<file path="config.mk">
export PLATFORM = sky130hd
export DESIGN_NAME = serial_sum_collector
export DESIGN_NICKNAME = d
export VERILOG_FILES = /design/src/rtl/serial_sum_collector_pkg.sv /design/src/rtl/serial_sum_collector_sipo_shift_reg.sv /design/src/rtl/serial_sum_collector.sv
export SDC_FILE = /design/constraint.sdc
export NUM_CORES = 1
export LEC_CHECK = 0
export ABC_CLOCK_PERIOD_IN_PS = 1600
export CORE_MARGIN = 4
export CORE_UTILIZATION = 30
export DETAILED_ROUTE_END_ITERATION = 8
export PLACE_DENSITY = 0.63
export SLEW_MARGIN = 20
export SYNTH_ARGS = -nofsm -noshare
export SYNTH_HDL_FRONTEND = slang
export SYNTH_SLANG_ARGS = --single-unit
</file>
<file path="constraint.sdc">
create_clock -name clk -period 1.6 [get_ports clk]
set_input_delay 0.16 -clock clk [delete_from_list [all_inputs] [get_ports clk]]
set_output_delay 0.16 -clock clk [all_outputs]
set_load 0.02 [all_outputs]
</file>
<file path="src/rtl/serial_sum_collector_pkg.sv">
// Shared definitions for the bit-serial adder collector stage: FSM state
// encodings and the default word width. These encodings are also used by
// the adder's input shift registers, so keep the values fixed.
package serial_sum_collector_pkg;

    // Default operand/result width of the serial adder.
    localparam int DEFAULT_WIDTH = 4;

    // Collector FSM states. The encodings are fixed so that other blocks can
    // decode them directly.
    typedef enum logic [1:0] {
        IDLE    = 2'd0,
        COLLECT = 2'd1,
        HOLD    = 2'd2
    } state_t;

endpackage : serial_sum_collector_pkg

</file>
<file path="src/rtl/serial_sum_collector_sipo_shift_reg.sv">
// Serial-in/parallel-out shift register. Bits enter at the MSB and move
// toward the LSB, so after WIDTH shifts of an LSB-first stream the register
// holds the word in natural bit order. clr has priority over shift_en.
module sipo_shift_reg #(
    parameter int WIDTH = 4
) (
    input  logic             clk,
    input  logic             rst_n,
    input  logic             clr,
    input  logic             shift_en,
    input  logic             bit_in,
    output logic [WIDTH-1:0] q
);

    // Shift register: clear on request, otherwise shift in one bit per enable.
    // NOTE: this is a small flop register rather than a RAM, so it takes the
    // async reset like any other control state.
    always_ff @(posedge clk or negedge rst_n) begin
        if (!rst_n) begin
            q <= '0;
        end else if (clr) begin
            // NOTE: non-blocking assignments here so every flop updates from
            // the pre-edge values; blocking would create order-dependent races.
            q <= '0;
        end else if (shift_en) begin
            q <= {bit_in, q[WIDTH-1:1]};
        end
    end

endmodule : sipo_shift_reg

</file>
<file path="src/rtl/serial_sum_collector.sv">
// Collector stage of the bit-serial adder. Assembles WIDTH LSB-first sum bits
// into a parallel word, captures the adder's final carry with the last bit,
// and offers the result on a valid/ready handshake. Bits or start requests
// that arrive while a result is still pending are dropped and flagged with a
// one-cycle overrun pulse (registered, so it appears the cycle after the drop).
module serial_sum_collector
    import serial_sum_collector_pkg::*;
#(
    parameter int WIDTH = DEFAULT_WIDTH
) (
    input  logic             clk,
    input  logic             rst_n,
    input  logic             start,
    input  logic             bit_in,
    input  logic             bit_valid,
    input  logic             carry_in,
    output logic [WIDTH-1:0] sum_out,
    output logic             carry_out,
    output logic             out_valid,
    input  logic             out_ready,
    output logic             busy,
    output logic             overrun
);

    // Bit counter only needs to reach WIDTH-1; it returns to 0 on the last bit.
    localparam int              CNT_W    = (WIDTH > 2) ? $clog2(WIDTH) : 1;
    localparam logic [CNT_W-1:0] LAST_CNT = CNT_W'(WIDTH - 1);
    localparam logic [CNT_W-1:0] CNT_ONE  = CNT_W'(1);

    state_t           state, state_nxt;
    logic [CNT_W-1:0] cnt, cnt_nxt;
    logic             sh_clr;
    logic             sh_en;
    logic             load_result;
    logic             overrun_nxt;
    logic [WIDTH-1:0] shreg;
    logic [WIDTH-1:0] word_full;
    logic             unused_shreg_lsb;

    sipo_shift_reg #(
        .WIDTH (WIDTH)
    ) u_sipo (
        .clk      (clk),
        .rst_n    (rst_n),
        .clr      (sh_clr),
        .shift_en (sh_en),
        .bit_in   (bit_in),
        .q        (shreg)
    );

    // The completed word is the shift register as it will look after the
    // final shift; capturing it directly keeps out_valid one cycle after the
    // last bit instead of two. The outgoing LSB is shifted out and not needed.
    assign word_full        = {bit_in, shreg[WIDTH-1:1]};
    assign unused_shreg_lsb = shreg[0];

    // Next-state, counter and datapath control decode.
    always_comb begin
        // NOTE: every output of this block gets a default first, so no path
        // leaves a signal unassigned and no latch is inferred.
        state_nxt   = state;
        cnt_nxt     = cnt;
        sh_clr      = 1'b0;
        sh_en       = 1'b0;
        load_result = 1'b0;
        overrun_nxt = 1'b0;

        unique case (state)
            IDLE: begin
                // Stray bits before a start are ignored silently.
                if (start) begin
                    state_nxt = COLLECT;
                    cnt_nxt   = '0;
                    sh_clr    = 1'b1;
                end
            end

            COLLECT: begin
                if (start) begin
                    // Abort the partial word; a same-cycle bit is discarded.
                    cnt_nxt = '0;
                    sh_clr  = 1'b1;
                end else if (bit_valid) begin
                    sh_en = 1'b1;
                    if (cnt == LAST_CNT) begin
                        load_result = 1'b1;
                        cnt_nxt     = '0;
                        state_nxt   = HOLD;
                    end else begin
                        cnt_nxt = cnt + CNT_ONE;
                    end
                end
            end

            HOLD: begin
                if (out_ready) begin
                    // Transfer completes; a same-cycle start chains the next word.
                    if (start) begin
                        state_nxt = COLLECT;
                        cnt_nxt   = '0;
                        sh_clr    = 1'b1;
                    end else begin
                        state_nxt = IDLE;
                    end
                end
                // Any bit in HOLD is lost, and so is a start that cannot be
                // honoured; both together still give a single pulse.
                overrun_nxt = bit_valid | (start & ~out_ready);
            end

            default: begin
                state_nxt = IDLE;
                cnt_nxt   = '0;
            end
        endcase
    end

    // FSM state, bit counter and overrun pulse registers.
    always_ff @(posedge clk or negedge rst_n) begin
        if (!rst_n) begin
            state   <= IDLE;
            cnt     <= '0;
            overrun <= 1'b0;
        end else begin
            state   <= state_nxt;
            cnt     <= cnt_nxt;
            overrun <= overrun_nxt;
        end
    end

    // Result register: loaded only on the last bit, frozen otherwise.
    always_ff @(posedge clk or negedge rst_n) begin
        if (!rst_n) begin
            sum_out   <= '0;
            carry_out <= 1'b0;
        end else if (load_result) begin
            sum_out   <= word_full;
            carry_out <= carry_in;
        end
    end

    // Status outputs decode straight from the state register, so they are
    // glitch-free and change only on clock edges or reset.
    assign out_valid = (state == HOLD);
    assign busy      = (state != IDLE);

endmodule : serial_sum_collector
</file>
==> metrics <==
post-DP HPWL=902 um; layout cells sized above 1=23.3%; CTS root buf=clkbuf_4; clock transition at the registers of the reported paths=0.08 ns; Unique masters post-synth=23; R2R Path Start=state[1]; global-route wire length before repair=2.06 mm; clk_skew=0.000556 ns; FMAX=0.666 GHz; global route overflow=0; Ant. Diodes=0; final setup vio count=0; Req. time, crit path=1.44 ns; vias per inst=4.67; initial DRC count=2; #FFs+latches synth=13; Critical Path Sink Type=primary output; Inserted Clock Buffers=3; cell area power density=1120 nW/um^2; status=completed; Post-CTS Hold Buffers=0; commonest non-fill, non-tap cell in the layout=dfrtp_1; RSZ-0062 raised after global routing=no; max_cap viols=0; overall power=0.000927 W; Syn Inst Count=52; Finished Core Util=45.8%; Cell Area, Placed=800 um^2; Worst Path Arrival=1.34 ns; H-tree depth=1; Pins Over Slew Limit=0; clock tree buffer depth=2; Tmin final=1.50 ns; synthesis-to-layout area growth=37.3%; Max FO, Critical Path=7; routability cong.=0.755; clock network latency to the later pin of the worst-skew pair=0.27 ns; die area=2780 um^2; Crit Path Category=reg2out; Hold Path Class=in2async; wire per inst=11.7 um; peak supply drop=0.582 mV; IO Port Bufs=14; Worst Setup SP=state[1]; Post-Route WL=1.15 mm; Final Hold Viols=0; via count=458; row cnt=15; CP Launch Type=flip-flop; Mapped Avg Cell Area=11.5 um^2; All-Layer GR Usage=10.3%; Netlist Area Pre-Place=601 um^2; Synthesized Nets=60; DRT Pass-1 Iters=4; Antenna Nets Post-Route=0; most frequent cells in the layout=dfrtp_1, clkdlybuf4s50_1, nor2_1, buf_4; vias in the first global route=473; Ys Warns=0; pin count of the biggest net entering global routing=14; CORE AREA=1800 um^2; residual DRC count=0; die width=52.7 um; leakage power=0.376 nW; Setup Fix Bufs, Post-CTS=0; initial core utilization=33.3%; io pins=15; worst-margin pin slew=0.577 ns; sequential area share after synthesis=54.2%; Nets=82; Slew HR=61.4%; TritonCTS Sinks=13; Final Cycle Share=93.8%; die span in y=52.7 um; CTS tree=yes; cell area after layout=825 um^2; antenna violations before repair=0; Reg2Reg Depth=3
[what timing repair did]
| action | CTS | global route |
|---|---|---|
| resized for setup | 2 | 1 |
| setup endpoints to repair | 2 | 3 |
| endpoints found under the hold margin | 0 | 0 |
| pin swaps | 0 | 0 |
[sequential cells by signal, indices dropped and copies added (netlist names)]
register,cells
sum_out,4
carry_out,1
u_sipo.q,3
state,2
cnt,2
overrun,1
[through the flow]
step,setup slack (ns),hold WS (ns),std cells,setup TNS (ns)
final,0.0988,0.257,98,0
after global routing,0.0129,0.285,98,0
after CTS,0.0611,0.268,98,0
after detailed placement,-0.105,0.482,94,-0.492
after global placement,-0.0874,0.478,94,-0.435
after floorplan,0.205,-0.136,52,0
[synthesized netlist by cell type]
cell type  number  share of area, %
nor3b_1         1               1.3
or3_4           1               1.9
nor2_1          5               3.1
buf_2           2               1.7
a211oi_1        1               1.3
mux2_1          1               1.9
nand2_1         1              0.62
nor3_1          1              0.83
a21o_1          2               2.5
nand2b_1        2               2.1
and4bb_2        1               2.1
or3_1           1               1.0
dfrtp_1        13                54
a21oi_1         2               1.7
ha_1            1               2.1
a31oi_1         1               1.0
mux2_2          4               7.5
a21boi_0        1               1.3
inv_1           4               2.5
mux2i_1         3               5.0
or2_2           1               1.0
a31o_2          1               1.5
and3_1          2               2.1
[final cells by class]
| cell class | instances | area (um^2) |
|---|---|---|
| Sequential cell | 13 | 325 |
| Fill cell | 177 | 977 |
| Inverter | 4 | 15.0 |
| Clock buffer | 4 | 26.3 |
| Tap cell | 25 | 31.3 |
| Multi-Input combinational cell | 33 | 251 |
| Timing Repair Buffer | 19 | 175 |
[cells by family after synthesis]
| kind of cell | Yosys count | share of synthesized area (%) |
|---|---|---|
| adder cells (fa/ha/maj) | 1 | 2.08 |
| multiplexers | 8 | 14.4 |
| buffers and inverters | 6 | 4.17 |
| AND/OR/NAND/NOR | 16 | 16.0 |
| flip-flops | 13 | 54.2 |
| AO/OA/AOI/OAI | 8 | 9.17 |
[where the power goes]
part	internal, W	switching, W
logic	0.000164	0.000137
registers	0.000391	0.0000402
clock network	0.0000964	0.0000990
[worst paths after layout]
| path | slack [ns] | end |
|---|---|---|
| min in group clk | 0.49 | cnt[0] |
| setup / recovery | 0.1 | busy |
| setup reg to reg | 0.14 | sum_out[1] |
| max in group asynchronous | 0.97 | cnt[1] |
| hold / removal | 0.26 | sum_out[3] |
| hold reg to reg | 0.49 | cnt[0] |
[per-layer routing]
metal	share of wire [%]	GRT usage, %	vias up	wire [um]
met5	0	0	-	0
met4	0.52	2.55	0	6
met3	6.9	5.13	2	79
met2	46	15.3	9	534
met1	46	13.3	224	530
li1	-	-	223	-
[worst max-delay path, stage by stage, from the launching register on]
cell	delay, ns
dfrtp_1	0.45
or2_2	0.31
dlygate4sd2_1	0.32
Power figures use the tool's default switching activity.
